## config.mk

```make
export PLATFORM = sky130hd
export DESIGN_NAME = stopwatch_digits
export DESIGN_NICKNAME = d
export VERILOG_FILES = /design/src/rtl/stopwatch_pkg.sv /design/src/rtl/stopwatch_digits_bcd_digit.sv /design/src/rtl/stopwatch_digits.sv
export SDC_FILE = /design/constraint.sdc
export NUM_CORES = 1
export LEC_CHECK = 0
export CAP_MARGIN = 40
export CORE_MARGIN = 3
export CORE_UTILIZATION = 45
export DETAILED_ROUTE_END_ITERATION = 10
export GPL_TIMING_DRIVEN = 0
export PLACE_DENSITY = 0.8
export SLEW_MARGIN = 25
export SYNTH_ARGS = -nofsm -noshare
export SYNTH_HDL_FRONTEND = slang
export SYNTH_SLANG_ARGS = --single-unit
export TNS_END_PERCENT = 50
```

## constraint.sdc

```tcl
create_clock -name clk -period 1.95 [get_ports clk]
set_input_delay 0.195 -clock clk [delete_from_list [all_inputs] [get_ports clk]]
set_output_delay 0.195 -clock clk [all_outputs]
set_load 0.01 [all_outputs]
```

## src/rtl/stopwatch_pkg.sv

```systemverilog
// stopwatch_pkg: shared digit-code type, FSM states and wrap limits for the MM:SS.hh stopwatch
package stopwatch_pkg;
  typedef struct packed {
    logic       rsvd;
    logic       blank;
    logic       dp;
    logic [3:0] val;
  } digit_t;
  typedef enum logic [1:0] {IDLE, RUN, PAUSE} state_t;
  localparam logic [6:0] DIGIT_BLANK = 7'h20;
  localparam int DP_BIT = 4;
  localparam int NUM_DIGITS = 6;
  function automatic logic [3:0] digit_max(input int idx);
    return (idx == 3 || idx == 5) ? 4'd5 : 4'd9;
  endfunction
  function automatic digit_t mk_digit(input int idx, input logic [3:0] v);
    logic [6:0] c;
    c = {3'b000, v};
    c[DP_BIT] = (idx == 2 || idx == 4);
    return digit_t'(c);
  endfunction
endpackage

```

## src/rtl/stopwatch_digits_bcd_digit.sv

```systemverilog
// bcd_digit: single BCD counter wrapping at MAX, with ripple carry for cascading
module bcd_digit #(
  parameter logic [3:0] MAX = 4'd9
) (
  input  logic       clk,
  input  logic       rst,
  input  logic       clr,
  input  logic       enb,
  output logic [3:0] q,
  output logic       carry
);
  assign carry = enb && (q == MAX);
  always_ff @(posedge clk) begin
    if (rst || clr) q <= '0;
    else if (enb) q <= (q == MAX) ? 4'd0 : q + 4'd1;
  end
endmodule

```

## src/rtl/stopwatch_digits.sv

```systemverilog
// stopwatch_digits: MM:SS.hh BCD stopwatch producing seven-segment digit codes.
// Optional lap freeze enabled by defining STOPWATCH_LAP_EN.
module stopwatch_digits
  import stopwatch_pkg::*;
#(
  parameter int TICK_DIV = 1_000_000
) (
  input  logic       clk,
  input  logic       rst,
  input  logic       start_stop,
  input  logic       clear,
  input  logic       lap,
  output logic [6:0] d0,
  output logic [6:0] d1,
  output logic [6:0] d2,
  output logic [6:0] d3,
  output logic [6:0] d4,
  output logic [6:0] d5,
  output logic       running,
  output logic       rollover
);
  localparam int PW = TICK_DIV > 1 ? $clog2(TICK_DIV) : 1;
  localparam logic [PW-1:0] LAST = PW'(TICK_DIV - 1);
  state_t state, state_nx;
  logic [PW-1:0] pre;
  logic clr_ev, tick;
  logic [NUM_DIGITS-1:0] carry;
  logic [3:0] q [NUM_DIGITS];
  logic [3:0] shown [NUM_DIGITS];
  always_comb begin
    clr_ev = clear && state != IDLE;
    tick = state == RUN && pre == LAST;
    state_nx = clr_ev ? IDLE : start_stop ? (state == RUN ? PAUSE : RUN) : state;
  end
  always_ff @(posedge clk) begin
    if (rst) begin
      state <= IDLE;
      pre <= '0;
      rollover <= 1'b0;
    end else begin
      state <= state_nx;
      pre <= (clr_ev || tick) ? '0 : (state == RUN) ? pre + 1'b1 : pre;
      rollover <= carry[NUM_DIGITS-1] && !clr_ev;
    end
  end
  assign running = state == RUN;
  for (genvar i = 0; i < NUM_DIGITS; i++) begin : g_dig
    bcd_digit #(.MAX(digit_max(i))) u_dig (
      .clk  (clk),
      .rst  (rst),
      .clr  (clr_ev),
      .enb  (i == 0 ? tick : carry[(i == 0) ? 0 : i-1]),
      .q    (q[i]),
      .carry(carry[i])
    );
  end
`ifdef STOPWATCH_LAP_EN
  logic frozen;
  logic [3:0] snap [NUM_DIGITS];
  // Freezing only starts from RUN; any other lap event just releases the hold.
  always_ff @(posedge clk) begin
    if (rst || clr_ev) frozen <= 1'b0;
    else if (lap) begin
      if (state == RUN && !frozen) begin
        frozen <= 1'b1;
        snap <= q;
      end else frozen <= 1'b0;
    end
  end
  always_comb begin
    for (int k = 0; k < NUM_DIGITS; k++) shown[k] = frozen ? snap[k] : q[k];
  end
`else
  logic unused_lap;
  assign unused_lap = lap;
  always_comb begin
    for (int k = 0; k < NUM_DIGITS; k++) shown[k] = q[k];
  end
`endif
  assign d0 = mk_digit(0, shown[0]);
  assign d1 = mk_digit(1, shown[1]);
  assign d2 = mk_digit(2, shown[2]);
  assign d3 = mk_digit(3, shown[3]);
  assign d4 = mk_digit(4, shown[4]);
  assign d5 = mk_digit(5, shown[5]);
endmodule

```

==> results.md <==
* Status: complete, but fails checks
* Failing checks: setup timing
* Starting Density at 0.477
* Hold Path Class: reg -> reg
* Crit start category: flip-flop
* Via Count at 2202
* Fin. Hold Viols at 0
* Setup WS pre-CTS at -0.246 ns
* Post-synth top area share at 0.377
* Final Cycle Share at 1.04
* Hold buffer count at CTS at 0
* First-pass GRT wire length at roughly 9300 um
* Area delta synth->final at 32.9%
* Largest net degree at the start of global routing at 16
* DP Cell Count at roughly 400
* Site Rows at 26
* Post-DR vias/cell at approximately 5.1
* Critical path class: reg -> reg
* Synth Instances at 290
* Non-filler cells, final at 428
* EDFF count, synth at 0
* Total grt overflow at 0
* I/O Pins at approximately 50
* Routed WL per cell at 12.9 um
* Sequential share of the synthesized area at 0.377
* Syn avg cell area at 8.61 um^2
* Worst Clk Skew at ~0.0094 ns
* Die area at approximately 0.0065 mm^2
* Synth Register Bits at 47
* Share of layout cells above drive strength 1 at 0.240
* Clock Path Buffers at 2
* Most frequent cell after synthesis: dfxtp_1
* Max_slew headroom at 0.565
* Synth area leaders: dfxtp_1 (38%), nor2_1 (6.2%), buf_4 (5.7%)
* DP HPWL at between 3000 and 4000 um
* Worst Slack Setup Final at -0.0704 ns
* Synth unique cells at 49
* Root Buffer: clkbuf_8
* WL final at 5510 um
* Pwr dens at about 550 mW/mm^2
* CTS tree: yes
* Worst VDD drop at roughly 0.38 mV
* Worst endpoint required time at 2.19 ns
* Number of global-route vias before repair at ~2100
* # DRC at 0
* Static Leak at 1.19 nW
* Max Clock Freq at slightly below 500 MHz
* Asr flop ratio synth at 0
* Layout net count at 363
* Register clock-pin slew on the reported worst setup and hold paths at approximately 0.090 ns
* Ys flop type: dfxtp_1
* MaxCap Viol Count at 0
* Ant diodes at 0
* Tot GR Track Use at 0.181
* Initial antenna violation count at 0
* Die height at just over 80 um
* CTS H-tree lvls at 2
* Final Instance Area at roughly 0.0033 mm^2
* Total CTS buffers at 5
* Fill count at 420
* Initial DRC Count at roughly 110
* Hold slack final at about 0.50 ns
* Syn. warnings at 0
* Final setup vio count at 2
* Mapped Area at ~0.0025 mm^2
* Unrepaired setup endpoints after global routing: yes
* Worst slew pin tran at ~0.65 ns
* Placer Congestion at 0.855
* Horiz. Die Dim at around 80 um
* Detailed Routing Iterations Pass 1 at 4
* Critical path fanouts, max at 7
* Post-DP Area at a little under 0.003 mm^2
* CTS sink cnt at between 40 and 50
* Most instantiated cells after synthesis: dfxtp_1 (47), nor2_1 (41), nand2_1 (21)
* Reg2reg setup slack at -0.07 ns
* Setup TNS Final at -0.0971 ns
* Core area at roughly 0.0052 mm^2
* Slew Limit Fails at 0
* Final ANT Viol Nets at 0
* IO buf count at 29
* Arrival @ worst endpoint at roughly 2.3 ns
* Minimum clock period at roughly 2.0 ns
* Yosys top cell by area: dfxtp_1
* CP Capture Type: flip-flop
* Clk_lat worst skew at 0.31 ns
==> state kept, by name, summed over array words and instances (netlist names) <==
register and count:
g_dig.u_dig.q 24, pre 20, rollover 1, state 2
==> cell usage in the layout, fill, tap and decap left out, types with 9 or more instances in the layout <==
cell	netlist	routed
nor2_1	41	40
dfxtp_1	47	34
buf_4	19	31
clkdlybuf4s50_1	0	29
nand2_1	21	20
conb_1	2	18
xnor2_1	16	16
nand3_1	12	11
dfxtp_2	0	11
xor2_1	10	10
a21oi_1	11	10
inv_1	9	9
nand4_1	9	9
==> per-layer routing <==
| layer | global-route usage | share of wire |
|---|---|---|
| met5 | 0 | 0 |
| met3 | 0.0359 | 0.045 |
| met1 | 0.212 | 0.44 |
| met4 | 0.0693 | 0.013 |
| met2 | 0.321 | 0.51 |
==> worst max-delay path, cell delays in order, from the launching register on <==
cell,delay [ns]
dfxtp_4,0.36
or4_4,0.54
nor4_4,0.29
buf_6,0.17
nand3_4,0.07
or3b_4,0.40
a21oi_2,0.14
==> final cells by class <==
cell class | count | area (um^2) | share of cell area
timing repair buffer | 44 | 410 | 0.124
sequential | 47 | 962 | 0.290
tap | 70 | 87.6 | 0.0264
buffer | 24 | 190 | 0.0573
inverter | 9 | 33.8 | 0.0102
multi-input combinational | 226 | 1520 | 0.459
clock buffer | 5 | 68.8 | 0.0207
clock inverter | 3 | 43.8 | 0.0132
==> cells by family (layout without fill, tap and decap cells) <==
| kind of cell | count (synthesis) | in the layout | synth area share |
|---|---|---|---|
| simple gates | 145 | 145 | 0.335 |
| flops | 47 | 47 | 0.377 |
| buf+inv | 33 | 85 | 0.0862 |
| compound gates | 29 | 29 | 0.0746 |
| xor+xnor | 26 | 26 | 0.0912 |
| mux | 7 | 7 | 0.0281 |
| other cells | 2 | 18 | 0.00301 |
| fa+ha+maj | 1 | 1 | 0.00501 |
==> metrics by stage <==
| stage | power (mW) | utilization |
|---|---|---|
| after global placement | 1.11 | 0.563 |
| after floorplan | 1.09 | - |
| after global routing | 1.89 | 0.634 |
| final | 1.83 | 0.634 |
| after detailed placement | 1.11 | 0.563 |
| after CTS | 1.84 | 0.621 |
==> power breakdown <==
part | internal [mW] | switching [mW]
logic | 0.0640 | 0.0707
registers | 0.963 | 0.00487
clock network | 0.382 | 0.343
total | 1.41 | 0.418
==> worst paths after layout <==
| kind | from | endpoint | cells after the start |
|---|---|---|---|
| min | g_dig[5].u_dig.q[3] | g_dig[5].u_dig.q[3] | 2 |
| min reg2reg | g_dig[5].u_dig.q[3] | g_dig[5].u_dig.q[3] | 2 |
| max | pre[10] | g_dig[0].u_dig.q[1] | 6 |
| max reg2reg | pre[10] | g_dig[0].u_dig.q[1] | 6 |
==> repair_timing <==
item / in CTS / in global routing
endpoints found under the setup margin: 38 / 36
pin swaps: 8 / 5
setup buffers: 13 / 2
gates cloned: 0 / 0
endpoints found under the hold margin: 0 / 0
resized for setup: 22 / 12
Note: power is estimated with default switching activity, not from simulation.
